## src/rtl/piso_serial_tx.sv

```systemverilog
// piso_serial_tx: parallel-in/serial-out transmitter with a valid/ready load
// handshake, a shift-enable stall input and a complementary serial output pair.
module piso_serial_tx #(
  parameter int WIDTH     = 8,
  parameter bit MSB_FIRST = 1'b1
) (
  input  logic             clk,
  input  logic             rst_n,
  input  logic [WIDTH-1:0] din,
  input  logic             load_valid,
  output logic             load_ready,
  input  logic             shift_en,
  output logic             sout,
  output logic             sout_n,
  output logic             sout_valid,
  output logic             busy,
  output logic             done
);

  localparam int CNT_W = (WIDTH > 1) ? $clog2(WIDTH) : 1;
  localparam logic [CNT_W-1:0] LAST_CNT = CNT_W'(WIDTH - 1);

  typedef enum logic [1:0] {
    IDLE  = 2'd0,
    SHIFT = 2'd1,
    DONE  = 2'd2
  } state_e;

  state_e           state_q, state_d;
  logic [WIDTH-1:0] shreg_q, shreg_d;
  logic [CNT_W-1:0] cnt_q, cnt_d;
  logic             sout_q, sout_d;
  logic             sout_n_q;
  logic             vld_q, vld_d;
  logic             done_q, done_d;
  logic             accept;

  // Bit that goes on the line first for a given register image.
  function automatic logic first_bit(input logic [WIDTH-1:0] w);
    return MSB_FIRST ? w[WIDTH-1] : w[0];
  endfunction

  // Register image after one bit has been consumed.
  function automatic logic [WIDTH-1:0] advance(input logic [WIDTH-1:0] w);
    if (MSB_FIRST) return {w[WIDTH-2:0], 1'b0};
    else           return {1'b0, w[WIDTH-1:1]};
  endfunction

  assign load_ready = (state_q == IDLE) || (state_q == DONE);
  assign accept     = load_valid & load_ready;
  assign busy       = (state_q == SHIFT);
  assign sout       = sout_q;
  assign sout_n     = sout_n_q;
  assign sout_valid = vld_q;
  assign done       = done_q;

  // Next-state and datapath update; shift_en low in SHIFT holds everything.
  always_comb begin
    state_d = state_q;
    shreg_d = shreg_q;
    cnt_d   = cnt_q;
    sout_d  = sout_q;
    vld_d   = vld_q;
    done_d  = 1'b0;
    case (state_q)
      IDLE, DONE: begin
        if (accept) begin
          state_d = SHIFT;
          shreg_d = din;
          cnt_d   = '0;
          sout_d  = first_bit(din);
          vld_d   = 1'b1;
        end else begin
          state_d = IDLE;
        end
      end
      SHIFT: begin
        if (shift_en) begin
          if (cnt_q == LAST_CNT) begin
            // Last bit has been held for its cycle; sout keeps its value.
            state_d = DONE;
            vld_d   = 1'b0;
            done_d  = 1'b1;
          end else begin
            shreg_d = advance(shreg_q);
            sout_d  = first_bit(advance(shreg_q));
            cnt_d   = cnt_q + CNT_W'(1);
          end
        end
      end
      default: state_d = IDLE;
    endcase
  end

  // State and output registers; sout_n is registered from the inverse of sout_d
  // so the pair stays complementary in every cycle, including reset.
  always_ff @(posedge clk or negedge rst_n) begin
    if (!rst_n) begin
      state_q  <= IDLE;
      shreg_q  <= '0;
      cnt_q    <= '0;
      sout_q   <= 1'b0;
      sout_n_q <= 1'b1;
      vld_q    <= 1'b0;
      done_q   <= 1'b0;
    end else begin
      state_q  <= state_d;
      shreg_q  <= shreg_d;
      cnt_q    <= cnt_d;
      sout_q   <= sout_d;
      sout_n_q <= ~sout_d;
      vld_q    <= vld_d;
      done_q   <= done_d;
    end
  end

endmodule

```

## config.mk

```make
export PLATFORM = sky130hd
export DESIGN_NAME = piso_serial_tx
export DESIGN_NICKNAME = d
export VERILOG_FILES = /design/src/rtl/piso_serial_tx.sv
export SDC_FILE = /design/constraint.sdc
export NUM_CORES = 1
export LEC_CHECK = 0
export CAP_MARGIN = 20
export CORE_MARGIN = 4
export CORE_UTILIZATION = 50
export CTS_CLUSTER_DIAMETER = 120
export CTS_CLUSTER_SIZE = 20
export DETAILED_ROUTE_END_ITERATION = 7
export MAX_ROUTING_LAYER = met4
export PLACE_DENSITY = 0.81
export SLEW_MARGIN = 20
export SYNTH_ARGS = -nofsm -noshare
export SYNTH_HDL_FRONTEND = slang
export SYNTH_SLANG_ARGS = --single-unit
export TNS_END_PERCENT = 30
```

## constraint.sdc

```tcl
create_clock -name clk -period 2.87 [get_ports clk]
set_input_delay 0.7175 -clock clk [delete_from_list [all_inputs] [get_ports clk]]
set_output_delay 0.7175 -clock clk [all_outputs]
set_load 0.1 [all_outputs]
```

==> reports/metrics.csv, run 1 <==
stage,metric,value,unit
critical_path,slowest_stage,dfrtp_1,
job,cap_violations,0,
pwr,ir_drop,0.868,mV
critical_path,cpPeakStageDelay,0.44,ns
layout,diodes,0,
critical_path,worstPathArrival,1.28,ns
floorplanning,start_util,54.5,%
pwr,power.leakage,0.470,nW
clocking,clk_latency,0.28,ns
sta,hold_viol,0,
pwr,power,1.13,mW
clocking,post-cts-setup-buffers,0,
layout,nNetsFinal,97,
logic_synthesis,synthCells,63,
logic_synthesis,synth_edf_count,0,
place,numPortBuffers,17,
clocking,cts_made_buffers,3,
critical_path,critical_path.cell_chain,nor2b_1 > buf_4 > buf_12,
sta,rsz0062_at_grt,false,
floorplanning,die_w,46.4,um
logic_synthesis,synth_top_cell_area_share,51.0,%
hold_path,hold_class,reg2reg,
sta,period_share,69.6,%
logic_synthesis,synth_top_area_cell,dfrtp_1,
grt,grt_pass1_wl,2240,um
route,dr.pass1.iters,4,
sta,finalClockSkew,0.00211,ns
logic_synthesis,synthesis.nets,77,
logic_synthesis,synth_common_cells,"dfrtp_1 (15), nand3_1 (7), mux2i_1 (6), nand2_1 (6), o21ai_0 (6)",
layout,drive_gt1_share,22.0,%
logic_synthesis,yosys-top-cells-area,"dfrtp_1 (51%), mux2i_1 (8.2%), nand3_1 (4.8%)",
grt,grt_pass1_vias,521,
logic_synthesis,synth_most_common_cell,dfrtp_1,
logic_synthesis,ys_types,23,
clocking,cts_root_buf,clkbuf_4,
layout,synthToLayoutAreaGrowth,28.4,%
critical_path,ff2ff_setup_slack,1.04,ns
critical_path,critPathRequiredTime,2.15,ns
sta,drv_slew,0,
sta,fmax,0.501,GHz
floorplanning,rows,13,
logic_synthesis,synth_ff_type,dfrtp_1,
place,routabilityCongestion,0.785,
route,wl_per_cell,13.9,um
floorplanning,die_h,46.4,um
layout,stdcell_area,945,um^2
grt,gr-usage-all-layers,14.7,%
critical_path,cp_max_fo,8,
clocking,cts_tree,built,
clocking,postCtsHoldBufs,0,
logic_synthesis,netlist_area,736,um^2
outcome,outcome,"finished, final reports clean",
critical_path,r2r_cells,5,
place,placed_cell_area,908,um^2
clocking,cts-resized-gates,0,
pwr,p_per_area,1200,mW/mm^2
logic_synthesis,synthArstFlopShare,100,%
route,first_iter_violations,8,
route,vias,540,
hold_path,whs_path_depth,1,
critical_path,r2r_start,cnt_q[0]$_DFFE_PN0P_,
layout,stdcell_count,97,
layout,postLayoutCoreUtil,70.0,%
place,hpwl,988,um
logic_synthesis,synth_seq_cells,16,
sta,slew_headroom,54.3,%
grt,antenna_found_initial,0,
floorplanning,core-area,0.00135,mm^2
grt,grt-ovfl-total,0,
route,totalWireLength,1350,um
logic_synthesis,synth_warnings,0,
sta,setup_violations,0,
hold_path,holdPathEnd,cnt_q[0]$_DFFE_PN0P_,
sta,setup_tns,0,ns
clocking,path_clk_slew,0.09,ns
floorplanning,ios,18,
critical_path,path_class,reg2out,
grt,grt_max_degree,17,
hold_path,worstHoldStart,cnt_q[0]$_DFFE_PN0P_,
floorplanning,dieArea,0.00215,mm^2
logic_synthesis,yosysSeqAreaShare,54.6,%
critical_path,crit_family,flip-flops,
route,viasPerCell,5.57,
critical_path,crit_path_end_kind,output pin,
route,drc_errors,0,
sta,tightest_slew,0.684,ns
critical_path,critical_path_buf_inv_count,2,
critical_path,r2r-end,shreg_q[2]$_DFFE_PN0P_,
clocking,cts.path.max_buffers,2,
clocking,cts_max_level,1,
sta,layout_min_cycle_time,2.00,ns
logic_synthesis,synth_area_per_cell,11.7,um^2
route,drtAntennaViolNets,0,
clocking,cts_sinks,16,
critical_path,critPathLaunchType,register,
place,dp_cells,93,
cell type report:
class | count | area (um^2)
inverters | 1 | 3.75
clock buffers | 4 | 36.3
multi-input cells | 43 | 309
repair buffers | 18 | 175
well taps | 15 | 18.8
fillers | 103 | 405
flip-flops and latches | 16 | 402
worst max path at each step:
stage	startpoint	depth (start not counted)	endpoint	slack [ns]
after floorplan	state_q[0]$_DFFE_PN0P_	1	load_ready	1.11
after global routing	state_q[0]$_DFFE_PN0P_	3	busy	0.80
after global placement	shift_en	4	shreg_q[2]$_DFFE_PN0P_	0.74
after CTS	state_q[0]$_DFFE_PN0P_	3	busy	0.88
final	state_q[0]$_DFFE_PN0P_	3	busy	0.87
after detailed placement	shift_en	4	shreg_q[2]$_DFFE_PN0P_	0.69
placed cells by master (no fill, tap or decap), drive strengths merged, types with 2 or more instances in the layout:
cell and instances:
dfrtp 15, clkdlybuf4s50 11, nand3 7, buf 7, nand2 6, mux2i 6, o21ai 6, clkbuf 4
nor3 2, a22o 2, mux2 2, ha 2, nor2 2
through the flow:
step                      setup WS [ns]  hold WS (ns)
after detailed placement          0.689         0.480
after global placement            0.741         0.482
final                             0.873         0.496
after floorplan                    1.11         0.422
after global routing              0.795         0.522
after CTS                         0.880         0.500
where the power goes:
part / internal (mW) / switching (mW)
Clock: 0.0771 / 0.0703
Sequential: 0.315 / 0.0540
Combinational: 0.214 / 0.403
cell families after synthesis:
| logic type | synth area share [%] |
|---|---|
| buf+inv | 3.40 |
| simple gates | 17.9 |
| compound gates | 8.50 |
| flops | 54.6 |
| mux | 12.2 |
| fa+ha+maj | 3.40 |
per-layer routing:
metal	share of wire, %	GRT usage (%)
met1	48	19.5
met2	44	23.9
met3	7.3	3.91
met4	0	0
met5	0	-
state kept, by name, summed over array words and instances (netlist names), named ones only:
register	flops
done	1
cnt_q	3
shreg_q	7
sout_n	1
sout_valid	1
state_q	2
worst reg2reg max path, stage by stage, from the launching register on:
cell	delay, ns
dfrtp_1	0.41
ha_1	0.20
ha_1	0.20
nand4bb_1	0.38
nand2_1	0.22
mux2_4	0.31
Note: power is estimated with default switching activity, not from simulation.
==> inputs of run 2 (changes only) <==
CORE_UTILIZATION = 42   (was 50)
PLACE_DENSITY = 0.72   (was 0.81)
clock period = 1.6 ns   (was 2.87 ns; I/O delays follow)
==> reports/metrics.csv, run 2 (synthesis gave the netlist of run 1 again) <==
stage,metric,value,unit,change
grt,grt_max_degree,17,,unchanged
route,dr_wl_met2,882,um,+47%
clocking,postCtsHoldBufs,0,,unchanged
place,numPortBuffers,17,,unchanged
route,drtAntennaViolNets,0,,unchanged
route,viasPerCell,5.56,,-0.21%
route,dr.pass1.iters,4,,unchanged
floorplanning,rows,14,,+1
route,routed.top_layer,met4,,
floorplanning,die_h,49.9,um,+7.5%
sta,hold_viol,0,,unchanged
critical_path,crit_path_end_kind,output pin,,
floorplanning,start_util,46.7,%,-7.8 points
route,first_iter_violations,10,,+2
hold_path,hold_class,in2async,,
grt,antenna_found_initial,0,,unchanged
layout,final_common_cell,dfrtp_1,,
sta,fmax,0.636,GHz,
layout,diodes,0,,unchanged
floorplanning,die_w,49.9,um,+7.5%
clocking,cts_root_buf,clkbuf_4,,
pwr,p_per_area,2140,mW/mm^2,+78%
layout,largest_register,shreg_q,,
critical_path,critPathRequiredTime,1.20,ns,-0.95 ns
clocking,cts_max_level,1,,unchanged
pwr,power.leakage,0.537,nW,+14%
clocking,cts_made_buffers,3,,unchanged
layout,multi_input_area,335,um^2,+8.5%
route,totalWireLength,1680,um,+25%
grt,grt-ovfl-total,0,,unchanged
grt,grt_pass1_wl,2780,um,+24%
sta,drv_slew,0,,unchanged
job,cap_violations,0,,unchanged
critical_path,path_class,reg2out,,
layout,fillers,115,,+12%
critical_path,cpPeakStageDelay,0.38,ns,-0.06 ns
critical_path,critPathLaunchType,register,,
floorplanning,core-area,0.00158,mm^2,+17%
layout,reg.largest.list,"shreg_q: 7 flops, cnt_q: 3 flops, state_q: 2 flops",,
sta,tightest_slew,0.246,ns,-0.437 ns
pwr,ir_drop,1.33,mV,+53%
grt,gr-usage-all-layers,15.6,%,+0.94 points
critical_path,cp_max_fo,6,,-2
critical_path,slowest_stage,dfrtp_1,,
grt,grt_pass1_vias,617,,+18%
clocking,cts_tree,built,,
clocking,cts.path.max_buffers,2,,unchanged
place,hpwl,1210,um,+23%
sta,rsz0062_at_grt,true,,
route,wl_met3,76,um,-23%
pwr,power,2.38,mW,+110%
outcome,outcome,"finished, final reports clean",,
layout,largest_reg_flops,7,,unchanged
floorplanning,dieArea,0.00249,mm^2,+16%
clocking,path_clk_slew,0.09,ns,about the same
route,wl_per_cell,15.6,um,+12%
layout,drive_gt1_share,34.8,%,+13 points
route,drt-met1-wl,690,um,+6.0%
critical_path,crit_family,flip-flops,,
sta,finalClockSkew,0.00366,ns,+0.00155 ns
layout,final_cell_mix,"dfrtp_1 (15), clkdlybuf4s50_1 (11), buf_4 (10)",,
route,vias,600,,+11%
critical_path,worstPathArrival,1.17,ns,-0.11 ns
clocking,cts_sinks,16,,unchanged
sta,layout_min_cycle_time,1.57,ns,
critical_path,critical_path.cell_chain,nor2b_1 > buf_4 > buf_12,,
sta,period_share,98.3,%,
floorplanning,ios,18,,unchanged
layout,synthToLayoutAreaGrowth,51.4,%,
sta,setup_violations,0,,unchanged
clocking,clk_latency,0.29,ns,about the same
sta,slew_headroom,83.4,%,+29 points
layout,seqCellArea,402,um^2,unchanged
layout,nNetsFinal,107,,+10%
critical_path,critical_path_buf_inv_count,2,,unchanged
route,drc_errors,0,,unchanged
sta,whs,0.417,ns,-0.0798 ns
place,routabilityCongestion,0.731,,-6.9%
==> run 2: cell count changes in the layout (fill, tap and decap cells not counted), sizes merged <==
cell / delta
buf: +10
==> run 2: area by class of cell <==
cell class | instances | area share [%]
repair buffers | 28 | 28.4
clock buffers | 4 | 3.26
multi-input cells | 43 | 30.1
flip-flops and latches | 16 | 36.1
inverters | 1 | 0.337
well taps | 16 | 1.80
==> run 2: timing repair <==
action,4_1_cts,5_1_grt
endpoints found under the setup margin,1,13
resized for setup,0,6
setup buffers,3,3
==> run 2: final timing paths <==
| path | start | end | slack (ns) | depth (start not counted) |
|---|---|---|---|---|
| min | rst_n | done$_DFF_PN0_ | 0.42 | 2 |
| max | state_q[0]$_DFFE_PN0P_ | busy | 0.03 | 3 |
| max in group asynchronous | rst_n | sout_n$_DFF_PN1_ | 0.94 | 2 |
| min in group clk | shreg_q[6]$_DFFE_PN0P_ | shreg_q[6]$_DFFE_PN0P_ | 0.51 | 2 |
| max reg2reg | cnt_q[0]$_DFFE_PN0P_ | shreg_q[0]$_DFFE_PN0P_ | 0.06 | 5 |
| min reg2reg | shreg_q[6]$_DFFE_PN0P_ | shreg_q[6]$_DFFE_PN0P_ | 0.51 | 2 |
==> run 2: through the flow <==
stage	cells	instance area, um^2	utilization (%)	TNS (ns)	setup slack (ns)
after global placement	98	1000	63.6	-0.167	-0.0355
after CTS	105	1060	67.3	0	0.0101
after global routing	108	1110	70.6	-0.0343	-0.0325
after floorplan	63	736	-	0	0.0151
final	108	1110	70.6	0	0.0278
after detailed placement	98	1000	63.6	-0.465	-0.0920
==> run 2: routing by layer <==
metal,vias to the layer above,global-route usage [%]
li1,284,-
met1,297,17.3
met2,13,24.4
met3,6,5.12
met4,0,9.22
met5,-,-
==> run 2: where the power goes <==
group          internal (mW)  switching, mW  total (mW)
sequential             0.566          0.101       0.666
clock                  0.139          0.126       0.265
combinational          0.639          0.814        1.45
total                   1.34           1.04        2.38
==> inputs of run 3 (changes only) <==
PLACE_DENSITY = 0.79   (was 0.72)
SKIP_CTS_REPAIR_TIMING = 1   (was default)
==> reports/metrics.csv, run 3 (synthesis gave the netlist of run 1 again) <==
stage,metric,value,unit,change
layout,multi_input_area,342,um^2,+1.9%
floorplanning,rows,14,,unchanged
layout,fillers,112,,-2.6%
clocking,cts_sinks,16,,unchanged
clocking,cts_max_level,1,,unchanged
sta,tightest_slew,0.333,ns,+0.0864 ns
critical_path,worstPathArrival,1.73,ns,+0.56 ns
critical_path,cpPeakStageDelay,0.42,ns,+0.04 ns
place,pre_cts_slack,-0.0692,ns,+0.0228 ns
floorplanning,ios,18,,unchanged
sta,setup_violations,0,,unchanged
route,totalWireLength,1700,um,+1.0%
layout,stdcell_count,110,,+1.9%
critical_path,crit_start,cnt_q[0]$_DFFE_PN0P_,,
hold_path,hold_class,in2async,,
sta,finalClockSkew,0.00192,ns,-0.00174 ns
critical_path,critical_path.cell_chain,ha_1 > ha_2 > nand4bb_4 > nand2_2 > mux2_4,,
layout,drive_gt1_share,38.3,%,+3.5 points
layout,largest_register,shreg_q,,
pwr,power,2.43,mW,+2.0%
job,cap_violations,0,,unchanged
critical_path,crit_end,shreg_q[2]$_DFFE_PN0P_,,
floorplanning,die_h,49.9,um,unchanged
route,first_iter_violations,5,,-5
clocking,cts_tree,built,,
critical_path,r2r-end,shreg_q[2]$_DFFE_PN0P_,,
grt,grt_pass1_vias,617,,unchanged
pwr,power.leakage,0.549,nW,+2.4%
sta,drv_slew,0,,unchanged
layout,nNetsFinal,109,,+1.9%
clocking,cts_made_buffers,3,,unchanged
grt,grt-ovfl-total,0,,unchanged
floorplanning,core-area,0.00158,mm^2,unchanged
grt,grt_max_degree,11,,-6
floorplanning,start_util,46.7,%,unchanged
critical_path,slowest_stage,dfrtp_1,,
layout,diodes,0,,unchanged
sta,slew_headroom,77.7,%,-5.7 points
critical_path,r2r_cells,5,,unchanged
critical_path,cp_max_fo,3,,-3
place,dp_cells,100,,+2.0%
clocking,cts_root_buf,clkbuf_4,,
sta,rsz0062_at_grt,true,,
route,wl_per_cell,15.5,um,-0.83%
layout,seqCellArea,403,um^2,+0.31%
pwr,ir_drop,1.19,mV,-10%
place,hpwl,1300,um,+6.9%
grt,gr-usage-all-layers,15.7,%,+0.035 points
place,numPortBuffers,17,,unchanged
layout,largest_reg_flops,7,,unchanged
outcome,outcome,"finished, final reports clean",,
sta,layout_min_cycle_time,1.56,ns,-0.0171 ns
critical_path,critPathRequiredTime,1.78,ns,+0.58 ns
floorplanning,die_w,49.9,um,unchanged
sta,fmax,0.643,GHz,+1.1%
critical_path,critical_path_buf_inv_count,0,,-2
route,viasPerCell,5.40,,-2.8%
layout,synthToLayoutAreaGrowth,54.9,%,
clocking,path_clk_slew,0.09,ns,about the same
pwr,p_per_area,2130,mW/mm^2,-0.35%
route,vias,594,,-1.0%
layout,final_common_cell,dfrtp_1,,
critical_path,ff2ff_setup_slack,0.04,ns,-0.02 ns
critical_path,path_depth,5,,+2
critical_path,critPathLaunchType,register,,
sta,period_share,97.2,%,-1.1 points
critical_path,crit_family,flip-flops,,
sta,whs,0.370,ns,-0.0464 ns
layout,stdcell_area,0.00114,mm^2,+2.4%
layout,final_cell_mix,"dfrtp_1 (14), clkdlybuf4s50_1 (11), buf_4 (11)",,
clocking,clk_latency,0.29,ns,about the same
sta,hold_viol,0,,unchanged
route,drtAntennaViolNets,0,,unchanged
route,drc_errors,0,,unchanged
critical_path,path_class,reg2reg,,
clocking,cts.path.max_buffers,2,,unchanged
place,placed_cell_area,0.00102,mm^2,+1.5%
sta,worst_slack,0.0449,ns,+0.0171 ns
critical_path,crit_path_end_kind,register,,
grt,antenna_found_initial,0,,unchanged
grt,grt_pass1_wl,2790,um,+0.50%
floorplanning,dieArea,0.00249,mm^2,unchanged
place,routabilityCongestion,0.754,,+3.1%
route,dr.pass1.iters,4,,unchanged
layout,reg.largest.list,"shreg_q: 7 flops, cnt_q: 3 flops, state_q: 2 flops",,
critical_path,r2r_start,cnt_q[0]$_DFFE_PN0P_,,
## run 3: layout make-up
class	instances	area share (%)
inverters	1	0.329
multi-input cells	43	30.0
flip-flops and latches	16	35.3
clock buffers	4	3.18
well taps	16	1.76
repair buffers	30	29.4
## run 3: power breakdown
part / leakage, nW / total [mW] / switching [mW] / internal, mW
Sequential: 0.201 / 0.678 / 0.112 / 0.566
Combinational: 0.328 / 1.49 / 0.820 / 0.671
Clock: 0.0210 / 0.262 / 0.124 / 0.139
## run 3: layer usage
metal  vias to the layer above  GRT usage, %  share of wire, %
met2                        15          24.2                48
met4                         0          9.22               2.9
met1                       279          17.4                45
li1                        291             -                 -
met3                         9          5.42               3.9
met5                         -             -                 0
## run 3: worst reg2reg max path, cell delays in order, from the launching register on
cell,delay (ns)
dfrtp_1,0.42
ha_1,0.21
ha_2,0.18
nand4bb_4,0.24
nand2_2,0.10
mux2_4,0.29
## run 3: through the flow
stage	util [%]	TNS, ns
global route	72.3	-0.0458
global placement	64.5	-0.00859
floorplan	-	0
CTS	66.8	-0.142
finish	72.3	0
detailed placement	64.5	-0.385
## run 3: how the worst min path moves through the flow
stage / endpoint / start / cells past startpoint / slack, ns
2_1_floorplan: asynchronous set/reset pin / rst_n / 0 / 0.10
3_3_place_gp: shreg_q[5]$_DFFE_PN0P_ / shreg_q[5]$_DFFE_PN0P_ / 2 / 0.48
3_5_place_dp: shreg_q[0]$_DFFE_PN0P_ / shreg_q[0]$_DFFE_PN0P_ / 1 / 0.50
4_1_cts: done$_DFF_PN0_ / rst_n / 1 / 0.37
5_1_grt: done$_DFF_PN0_ / rst_n / 1 / 0.37
6_report: done$_DFF_PN0_ / rst_n / 1 / 0.37
